===== config.mk =====
export PLATFORM = sky130hd
export DESIGN_NAME = rng_candidate_sampler
export DESIGN_NICKNAME = d
export VERILOG_FILES = /design/src/rtl/rng_candidate_sampler.sv
export SDC_FILE = /design/constraint.sdc
export NUM_CORES = 1
export LEC_CHECK = 0
export CORE_MARGIN = 2
export CORE_UTILIZATION = 55
export DETAILED_ROUTE_END_ITERATION = 6
export MAX_ROUTING_LAYER = met4
export PLACE_DENSITY_LB_ADDON = 0.1
export SLEW_MARGIN = 20
export SYNTH_ARGS = -nofsm -noshare
export SYNTH_HDL_FRONTEND = slang
export SYNTH_SLANG_ARGS = --single-unit

===== constraint.sdc =====
create_clock -name clk -period 3.9 [get_ports clk]
set_input_delay 0.78 -clock clk [delete_from_list [all_inputs] [get_ports clk]]
set_output_delay 0.78 -clock clk [all_outputs]
set_load 0.02 [all_outputs]

===== src/rtl/rng_candidate_sampler.sv =====
`timescale 1ns/1ps
// rng_candidate_sampler: consumer of the free-running 32-bit keygen LFSR.
// Waits for the user's start press, then on request XOR-whitens two LFSR
// words taken GAP cycles apart into an odd, full-width candidate. The
// candidate is offered over valid/ready. A repeat of the last accepted
// candidate can optionally be rejected, so that p differs from q.
//
// state | meaning
// IDLE  | no transaction; capture first sample on req once seeded
// WAIT  | counting down GAP cycles to the second sample (resample on dup)
// VALID | candidate presented, held until cand_ready
module rng_candidate_sampler #(
    parameter int WIDTH = 16,
    parameter int GAP   = 4
) (
    input  logic             clk,
    input  logic             rst_n,
    input  logic             start,
    input  logic [31:0]      rng_in,
    output logic             lfsr_en,
    output logic             seeded,
    input  logic             req,
    input  logic             reject_dup,
    output logic [WIDTH-1:0] cand,
    output logic             cand_valid,
    input  logic             cand_ready,
    output logic             busy
);

    typedef enum logic [1:0] {IDLE, WAIT, VALID} state_t;

    localparam logic [7:0] CNT_LOAD = 8'(GAP - 1);

    state_t           state, state_nx;
    logic [WIDTH-1:0] s1, s1_nx;
    logic [WIDTH-1:0] prev, prev_nx;
    logic [WIDTH-1:0] cand_nx;
    logic [WIDTH-1:0] w, nc;
    logic [7:0]       cnt, cnt_nx;
    logic             valid_nx;

    // Upper LFSR bits beyond WIDTH carry no information for the candidate.
    logic rng_unused;
    assign rng_unused = ^rng_in;

    assign busy = (state != IDLE);

    // Whitening and shaping: force MSB (full width) and LSB (odd).
    always_comb begin
        w             = s1 ^ rng_in[WIDTH-1:0];
        nc            = w;
        nc[0]         = 1'b1;
        nc[WIDTH-1]   = 1'b1;
    end

    // LFSR runs from the first edge after reset; seeded latches the start press.
    always_ff @(posedge clk or negedge rst_n) begin
        if (!rst_n) begin
            lfsr_en <= 1'b0;
            seeded  <= 1'b0;
        end else begin
            lfsr_en <= 1'b1;
            if (start)
                seeded <= 1'b1;
        end
    end

    // Next-state and datapath update for the sampling transaction.
    always_comb begin
        state_nx = state;
        s1_nx    = s1;
        cnt_nx   = cnt;
        cand_nx  = cand;
        valid_nx = cand_valid;
        prev_nx  = prev;
        case (state)
            IDLE: begin
                if (req && seeded) begin
                    s1_nx    = rng_in[WIDTH-1:0];
                    cnt_nx   = CNT_LOAD;
                    state_nx = WAIT;
                end
            end
            WAIT: begin
                if (cnt != 8'd0) begin
                    cnt_nx = cnt - 8'd1;
                end else if (reject_dup && (nc == prev)) begin
                    s1_nx  = rng_in[WIDTH-1:0];
                    cnt_nx = CNT_LOAD;
                end else begin
                    cand_nx  = nc;
                    valid_nx = 1'b1;
                    state_nx = VALID;
                end
            end
            VALID: begin
                if (cand_ready) begin
                    prev_nx  = cand;
                    valid_nx = 1'b0;
                    state_nx = IDLE;
                end
            end
            default: state_nx = IDLE;
        endcase
    end

    // State and datapath registers.
    always_ff @(posedge clk or negedge rst_n) begin
        if (!rst_n) begin
            state      <= IDLE;
            s1         <= '0;
            cnt        <= '0;
            cand       <= '0;
            cand_valid <= 1'b0;
            prev       <= '0;
        end else begin
            state      <= state_nx;
            s1         <= s1_nx;
            cnt        <= cnt_nx;
            cand       <= cand_nx;
            cand_valid <= valid_nx;
            prev       <= prev_nx;
        end
    end

endmodule


==> impl_metrics.json <==
{
  "synth_warnings": 0,
  "numCtsBuffers": 9,
  "grt-ovfl-total": 0,
  "htree_levels": 3,
  "critPathLaunchType": "input pin",
  "path_clk_slew_ns": 0.06,
  "critPathKind": "in -> reg",
  "syn_area_per_cell_um2": 14.6,
  "cp_slowest_stage_delay_ns": 0.46,
  "grt_max_degree": 31,
  "crit_required_ns": 4.11,
  "routed_wl_um": 5180,
  "routabilityCongestion": 0.815,
  "ys_seq_elements": 57,
  "grt_pass1_wl_um": 9090,
  "vdd_drop_max_mv": 0.383,
  "max_freq_mhz": 346,
  "stdcell_count": 320,
  "initial_core_util": 0.571,
  "powerDensity_nw_per_um2": 814,
  "path_max_fanout": 14,
  "worstMarginPinSlew_ns": 0.899,
  "die_y_um": 76.8,
  "drc": 0,
  "synthCells": 200,
  "hold_viol": 0,
  "die_area_um2": 5900,
  "worst_hold_slack_ns": 0.456,
  "antenna_cells": 0,
  "core_area_um2": 5110,
  "grt_use_total": 0.210,
  "antenna_left": 0,
  "io_pins": 58,
  "vias_per_cell": 5.39,
  "p_leak_nw": 1.61,
  "hold_buffers": 0,
  "dpl.hpwl_um": 3550,
  "final_common_cell": "dfrtp_1",
  "seqCellArea_um2": 1430,
  "status": "finished clean",
  "place_area_um2": 3350,
  "rows": 26,
  "cp_cell_sequence": "clkdlybuf4s50_1 -> xnor3_1 -> nand4_1 -> o41ai_2 -> nand3_2 -> mux2_4",
  "final_cell_area_um2": 3510,
  "cts_num_sinks": 57,
  "fp.dieW_um": 76.8,
  "arrival_ns": 3.11,
  "synth.distinct_cells": 37,
  "portBuffers": 39,
  "drive_gt1_frac": 0.272,
  "drt_iter0_drc": 66,
  "syn-cell-area_um2": 2910,
  "clkLatencyLatePin_ns": 0.34,
  "multiInputGateArea_um2": 1430,
  "yosysSeqAreaShare": 0.489,
  "cts_tree": "done",
  "max-clock-path-buffers": 2,
  "worst_path_max_delay_cell": "clkdlybuf4s50_1",
  "n_fill_cell": 398,
  "tns_ns": 0,
  "cts_setup_buffers": 0,
  "final-max-slew-violation-count": 0,
  "setup_slack_ns": 1.01,
  "max_slew_margin": 0.399,
  "fin_nets": 287,
  "rsz0062_at_grt": "false",
  "routedWlPerCell_um": 16.2,
  "finalCritPeriodShare": 0.742,
  "final_cell_mix": "dfrtp_1, clkdlybuf4s50_1, mux2_2, mux2_4, xor2_1",
  "cap_violations": 0,
  "grt_antenna_before_repair": 0,
  "place_ws_ns": 0.625,
  "cts_resized": 0,
  "vias": 1724,
  "grt_pass1_vias": 1794,
  "first_pass_iters": 4,
  "syn-num-nets": 240,
  "cp-end-kind": "flip-flop",
  "setup_viol": 0,
  "cts_root_buffer": "clkbuf_8",
  "fin_skew_ns": 0.00924,
  "period_needed_ns": 2.89,
  "placed_cells": 306,
  "syn2layout_area_growth_pct": 20.6,
  "holdCritPathClass": "in -> async"
}
-- cell usage after synthesis (all sizes together) --
library cell  number  share of area
nand4              7          0.015
nor2b              1         0.0021
a2bb2oi            1         0.0052
inv                4         0.0052
nor4               1         0.0073
xor2              15          0.045
nand3b             1         0.0026
xnor3             14           0.11
o21ai             11          0.023
or4b               1         0.0047
o41ai              3          0.012
o32ai              1         0.0030
nand3              4         0.0086
o2bb2ai            1         0.0030
a21o               1         0.0026
and2               1         0.0021
buf                3          0.013
conb               1         0.0013
or3                2         0.0060
or2                5          0.011
nor2               6          0.013
a21oi              3         0.0052
nand2b             1         0.0021
clkbuf             1         0.0013
dfrtp             57           0.49
nand2              9          0.012
mux2              43           0.19
ha                 2         0.0086
-- power breakdown --
group	leakage (nW)	switching (mW)	internal, mW
clock network	0.0826	0.214	0.259
logic	0.848	0.553	0.748
registers	0.682	0.226	0.862
total	1.61	0.994	1.87
-- worst max-delay path, delay by kind of cell --
family | cells | cell delay, ns
buffers and inverters | 1 | 0.46
XOR/XNOR | 1 | 0.44
multiplexers | 1 | 0.46
AND/OR/NAND/NOR | 2 | 0.58
AO/OA/AOI/OAI | 1 | 0.38
-- final cells by class --
| cell class | instances | area share |
|---|---|---|
| Multi-Input combinational cell | 135 | 0.407 |
| Clock buffer | 14 | 0.0463 |
| Tap cell | 70 | 0.0249 |
| Inverter | 4 | 0.00427 |
| Sequential cell | 57 | 0.406 |
| Timing Repair Buffer | 40 | 0.112 |
-- cells by family after synthesis --
group | share of synthesized area
compound gates | 0.0532
xor+xnor | 0.153
fa+ha+maj | 0.00859
buf+inv | 0.0197
flops | 0.489
mux | 0.188
other cells | 0.00129
simple gates | 0.0863
-- state kept, by name, indices dropped and copies added, names as in the netlist --
register	count
s1	14
seeded	1
lfsr_en	1
cand_valid	1
state	2
cand	15
cnt	8
prev	15
-- through the flow --
| stage | util | power, mW |
|---|---|---|
| 3_5_place_dp | 0.656 | 2.40 |
| 3_3_place_gp | 0.656 | 2.37 |
| 5_1_grt | 0.688 | 3.07 |
| 2_1_floorplan | - | 2.02 |
| 6_report | 0.688 | 2.86 |
| 4_1_cts | 0.688 | 2.89 |
-- per-layer routing --
metal / track usage / wire length, um / up-vias
li1: - / - / 812
met1: 0.274 / 2310 / 863
met2: 0.313 / 2560 / 40
met3: 0.0576 / 228 / 9
met4: 0.0873 / 77 / 0
met5: - / 0 / -
-- path summary, 6_finish.rpt --
kind / start / cells after the start / end / slack, ns
worst max-delay path: rng_in[5] / 6 / s1[13] / 1.01
worst min-delay path: rst_n / 1 / cand[9] / 0.46
worst max register to register: cnt[1] / 6 / s1[13] / 1.40
worst min register to register: cand_valid / 1 / cand_valid / 0.47
max in group asynchronous: rst_n / 2 / prev[2] / 2.61
min in group clk: cand_valid / 1 / cand_valid / 0.47
Power figures use the tool's default switching activity.
